### config.mk
export PLATFORM = sky130hd
export DESIGN_NAME = shift_add_multiplier
export DESIGN_NICKNAME = d
export VERILOG_FILES = /design/src/rtl/mult_pkg.sv /design/src/rtl/shift_add_datapath.sv /design/src/rtl/shift_add_multiplier.sv
export SDC_FILE = /design/constraint.sdc
export NUM_CORES = 1
export LEC_CHECK = 0
export BUFFER_PORTS_ARGS = -buffer_cell sky130_fd_sc_hd__buf_2
export CAP_MARGIN = 20
export CORE_MARGIN = 1.5
export CORE_UTILIZATION = 65
export CTS_CLUSTER_SIZE = 16
export DETAILED_ROUTE_END_ITERATION = 8
export GPL_ROUTABILITY_DRIVEN = 0
export PLACE_DENSITY_LB_ADDON = 0.08
export SLEW_MARGIN = 20
export SYNTH_ARGS = -nofsm -noshare
export SYNTH_HDL_FRONTEND = slang
export SYNTH_SLANG_ARGS = --single-unit
### constraint.sdc
create_clock -name Clock -period 9.1 [get_ports Clock]
set_input_delay 0.91 -clock Clock [delete_from_list [all_inputs] [get_ports Clock]]
set_output_delay 0.91 -clock Clock [all_outputs]
set_load 0.05 [all_outputs]
### src/rtl/mult_pkg.sv
// Shared types and helpers for the shift-and-add multiplier.
// State encoding plus the iteration-counter width rule.
package mult_pkg;

  typedef enum logic [1:0] {
    IDLE = 2'd0,
    CALC = 2'd1,
    DONE = 2'd2
  } state_t;

  function automatic int cnt_w(input int w);
    return $clog2(w + 1);
  endfunction

endpackage

### src/rtl/shift_add_datapath.sv
// Operand registers, accumulator, adder and sign fix-up
// for the sequential shift-and-add multiplier.
module shift_add_datapath
  import mult_pkg::*;
#(
  parameter int WIDTH = 32
) (
  input  logic               Clock,
  input  logic               Reset,
  input  logic               load,
  input  logic               step,
  input  logic               finish,
  input  logic [WIDTH-1:0]   a,
  input  logic [WIDTH-1:0]   b,
  input  logic               signed_mode,
  output logic [2*WIDTH-1:0] product,
  output logic               b_rest_zero
);

  localparam int PW = 2 * WIDTH;

  logic [WIDTH-1:0] mag_a;
  logic [WIDTH-1:0] mag_b;
  logic [PW-1:0]    a_q;
  logic [PW-1:0]    acc_q;
  logic [PW-1:0]    addend;
  logic [PW-1:0]    sum;
  logic [WIDTH-1:0] b_q;
  logic             neg_q;

  // -2^(W-1) negates to itself, which reads correctly as unsigned
  assign mag_a = (signed_mode && a[WIDTH-1]) ? -a : a;
  assign mag_b = (signed_mode && b[WIDTH-1]) ? -b : b;

  assign addend      = b_q[0] ? a_q : '0;
  assign sum         = acc_q + addend;
  assign b_rest_zero = (b_q[WIDTH-1:1] == '0);

  always_ff @(posedge Clock) begin
    if (!Reset) begin
      a_q     <= '0;
      b_q     <= '0;
      acc_q   <= '0;
      neg_q   <= 1'b0;
      product <= '0;
    end else begin
      if (load) begin
        a_q   <= {{WIDTH{1'b0}}, mag_a};
        b_q   <= mag_b;
        neg_q <= signed_mode & (a[WIDTH-1] ^ b[WIDTH-1]);
        acc_q <= '0;
      end else if (step) begin
        acc_q <= sum;
        a_q   <= a_q << 1;
        b_q   <= b_q >> 1;
      end
      if (finish) begin
        product <= neg_q ? -sum : sum;
      end
    end
  end

endmodule

### src/rtl/shift_add_multiplier.sv
// Sequential shift-and-add multiplier: FSM controller around
// shift_add_datapath, valid_data/ack handshake, optional early exit.
module shift_add_multiplier
  import mult_pkg::*;
#(
  parameter int WIDTH      = 32,
  parameter int EARLY_EXIT = 1
) (
  input  logic                      Clock,
  input  logic                      Reset,
  input  logic                      valid_data,
  input  logic [WIDTH-1:0]          a,
  input  logic [WIDTH-1:0]          b,
  input  logic                      signed_mode,
  output logic                      ready,
  output logic                      done,
  output logic [2*WIDTH-1:0]        product,
  output logic [cnt_w(WIDTH)-1:0]   iterations,
  input  logic                      ack
);

  localparam int CW = cnt_w(WIDTH);
  localparam logic [CW-1:0] LAST = CW'(WIDTH);
  localparam logic [CW-1:0] ONE  = CW'(1);

  state_t        state_q;
  state_t        state_d;
  logic [CW-1:0] cnt_q;
  logic [CW-1:0] cnt_inc;
  logic          load;
  logic          step;
  logic          finish;
  logic          b_rest_zero;
  logic          last;

  assign cnt_inc = cnt_q + ONE;
  assign last    = (cnt_inc == LAST) ||
                   ((EARLY_EXIT != 0) && b_rest_zero);

  always_comb begin
    state_d = state_q;
    load    = 1'b0;
    step    = 1'b0;
    finish  = 1'b0;
    unique case (state_q)
      IDLE: begin
        if (valid_data) begin
          load    = 1'b1;
          state_d = CALC;
        end
      end
      CALC: begin
        step = 1'b1;
        if (last) begin
          finish  = 1'b1;
          state_d = DONE;
        end
      end
      DONE: begin
        if (ack) state_d = IDLE;
      end
      default: state_d = IDLE;
    endcase
  end

  // ready/done are registered from the next state so they stay Moore
  always_ff @(posedge Clock) begin
    if (!Reset) begin
      state_q    <= IDLE;
      cnt_q      <= '0;
      iterations <= '0;
      ready      <= 1'b1;
      done       <= 1'b0;
    end else begin
      state_q <= state_d;
      ready   <= (state_d == IDLE);
      done    <= (state_d == DONE);
      if (load) cnt_q <= '0;
      else if (step) cnt_q <= cnt_inc;
      if (finish) iterations <= cnt_inc;
    end
  end

  shift_add_datapath #(
    .WIDTH(WIDTH)
  ) u_dp (
    .Clock       (Clock),
    .Reset       (Reset),
    .load        (load),
    .step        (step),
    .finish      (finish),
    .a           (a),
    .b           (b),
    .signed_mode (signed_mode),
    .product     (product),
    .b_rest_zero (b_rest_zero)
  );

endmodule
==> results.sh <==
export IMPL_run_status="finished with violations"
export IMPL_violations="DRC"
export IMPL_syn_to_final_growth_pct=8.13
export IMPL_hold_viol=0
export IMPL_arrival_ps=5850
export IMPL_final_core_util_pct=71.6
export IMPL_crit_path_end_kind="register"
export IMPL_grt_usage_pct=38.8
export IMPL_report_final_slew_viol_count=0
export IMPL_worstMarginPinSlew_ps=1210
export IMPL_cts_buffers=27
export IMPL_layout_nets=2593
export IMPL_seq_area_frac_synth_pct=27.0
export IMPL_synth_top_area_share_pct=27.0
export IMPL_drtAntennaViolNets=0
export IMPL_grt_pass1_wl_um=90200
export IMPL_first_global_vias=17449
export IMPL_synthArstFlopShare_pct=0
export IMPL_max_freq_mhz=185
export IMPL_max_cap_violations=0
export IMPL_clock_skew_ps=22.1
export IMPL_multiInputGateArea_um2=12000
export IMPL_root_buffer="clkbuf_16"
export IMPL_synth_nets=2580
export IMPL_die_width_um=169
export IMPL_grt_max_degree=118
export IMPL_startpoint_type="register"
export IMPL_n_fill_cell=2252
export IMPL_cts_hold_buf=0
export IMPL_ir_drop_mv=0.131
export IMPL_htree_levels=1
export IMPL_viasPerCell=6.77
export IMPL_worst_setup_path_type="reg -> reg"
export IMPL_drc=7
export IMPL_fin_crit_sh_pct=59.3
export IMPL_drt_initial_drc_count=2341
export IMPL_gr_total_overflow=0
export IMPL_ys_ff_latch=241
export IMPL_io_buffers=140
export IMPL_slew_headroom_pct=18.5
export IMPL_clk_pin_slew_ps=60
export IMPL_powerDensity_nw_per_um2=140
export IMPL_chipHeight_um=169
export IMPL_setup_violations=0
export IMPL_rows=60
export IMPL_initial_core_util_pct=66.2
export IMPL_synth_distinct_cells=96
export IMPL_syn_cell_area_um2=17800
export IMPL_dpl_hpwl_um=41000
export IMPL_layout_drive_gt1_share_pct=11.0
export IMPL_synth_commonest_cells="nand2_1, a21oi_1, nor2_1"
export IMPL_dieArea_um2=28500
export IMPL_crit_required_ps=9550
export IMPL_synthTopCellsByArea="dfxtp_1, a21oi_1, nand2_1, nor2_1, ha_1"
export IMPL_cts_resized=0
export IMPL_wl_per_cell_um=20.1
export IMPL_ys_flop_type="dfxtp_1"
export IMPL_clk_insertion_delay_late_ps=570
export IMPL_cts_sinks=241
export IMPL_avgSynthCellArea_um2=7.30
export IMPL_tritoncts="yes"
export IMPL_core_area_um2=27000
export IMPL_rsz0062_at_grt="false"
export IMPL_clockBufferDepth=3
export IMPL_routed_wl_um=56600
export IMPL_post_cts_setup_buffer_count=0
export IMPL_period_needed_ps=5400
export IMPL_io_pins=141
export IMPL_synth_most_common_cell="nand2_1"
export IMPL_ff_latch_area_um2=4830
export IMPL_antenna_found_initial=1
export IMPL_dr_total_vias=19072
export IMPL_synth_edf_count=0
export IMPL_leakage_uw=0.00740
export IMPL_hold_class="reg -> reg"
export IMPL_tns_ps=0
export IMPL_cp_max_fo=64
export IMPL_synthCells=2443
export IMPL_synth_area_leader_cell="dfxtp_1"
export IMPL_drtPass1Iterations=9
export IMPL_synth_warnings=0
[worst max-delay path, cell delays in order, from the launching register on]
cell,delay (ps)
dfxtp_1,330
buf_4,470
and2_1,220
ha_1,290
nand4_1,140
a21oi_1,420
o211ai_1,300
a311oi_1,1090
a211oi_1,170
buf_4,220
nor4b_2,380
nand3_1,290
or3_1,500
o21a_1,180
o31a_1,260
[final timing paths]
check / slack (ps) / cells past startpoint / endpoint / startpoint
worst max-delay path: 3700 / 14 / u_dp.product[57] / u_dp.b_q[0]
worst min-delay path: 450 / 2 / u_dp.product[15] / u_dp.product[15]
worst max register to register: 3700 / 14 / u_dp.product[57] / u_dp.b_q[0]
worst min register to register: 450 / 2 / u_dp.product[15] / u_dp.product[15]
[area by class of cell]
class / instances / share of cell area [%]
Antenna cell: 1 / 0.0130
Multi-Input combinational cell: 1956 / 62.4
Tap cell: 341 / 2.21
Inverter: 76 / 1.49
Timing Repair Buffer: 154 / 4.20
Clock buffer: 40 / 4.07
Sequential cell: 241 / 25.0
Clock inverter: 8 / 0.577
[flip-flops by register name, indices dropped and copies added (netlist names)]
name,cells
cnt_q,6
done,1
iterations,6
ready,1
state_q,2
u_dp.a_q,64
u_dp.acc_q,64
u_dp.b_q,32
u_dp.neg_q,1
u_dp.product,64
[through the flow]
stage	total power (µW)	area, µm²	instances	hold slack (ps)	worst slack, ps
after detailed placement	1590	18400	2768	446	4040
after floorplan	1460	17800	2443	436	4710
final	2710	19300	2817	453	3700
after global routing	2790	19300	2816	471	3510
after global placement	1580	18400	2768	443	4110
after CTS	2690	19300	2816	456	4010
[kinds of logic after synthesis]
logic type | after synthesis | synth area share [%]
and+or+nand+nor | 966 | 26.0
AOI/OAI and AO/OA | 759 | 28.4
buffers and inverters | 246 | 5.65
DFF | 241 | 27.0
xor gates and xnor gates | 151 | 7.41
adders and majority gates | 68 | 4.81
muxes | 12 | 0.673
[layer usage]
metal	vias up	track usage [%]	part of all wire, %
li1	8836	-	-
met1	8884	51.3	40
met2	1095	59.5	43
met3	255	8.74	12
met4	2	19.1	5.4
met5	-	0	0.021
[power by group]
part,leakage [µW],internal [µW],switching (µW)
clock network,0.000438,654,468
registers,0.00196,1090,35.2
logic,0.00500,151,308
[cells in the final DEF, fill, tap and decap left out, types with 13 or more instances in the layout]
cell type,Yosys,final
nor2_1,267,266
or4_1,13,13
a21oi_1,279,279
dfxtp_1,241,239
buf_4,4,13
xor2_1,67,67
nor3_1,56,56
buf_2,20,140
o21ai_0,87,87
inv_1,76,75
a21oi_2,15,15
o31ai_1,20,20
and2_1,84,83
o21a_1,15,15
a211oi_1,53,53
xnor2_1,84,84
nand3_1,42,42
or3_1,16,16
nand2_1,312,311
nor4_1,34,34
nand2b_1,18,17
ha_1,67,67
nand4_1,52,52
a21o_1,29,29
a221oi_1,62,62
a31oi_1,24,24
clkbuf_16,0,27
o21ai_1,30,30
Power figures use the tool's default switching activity.
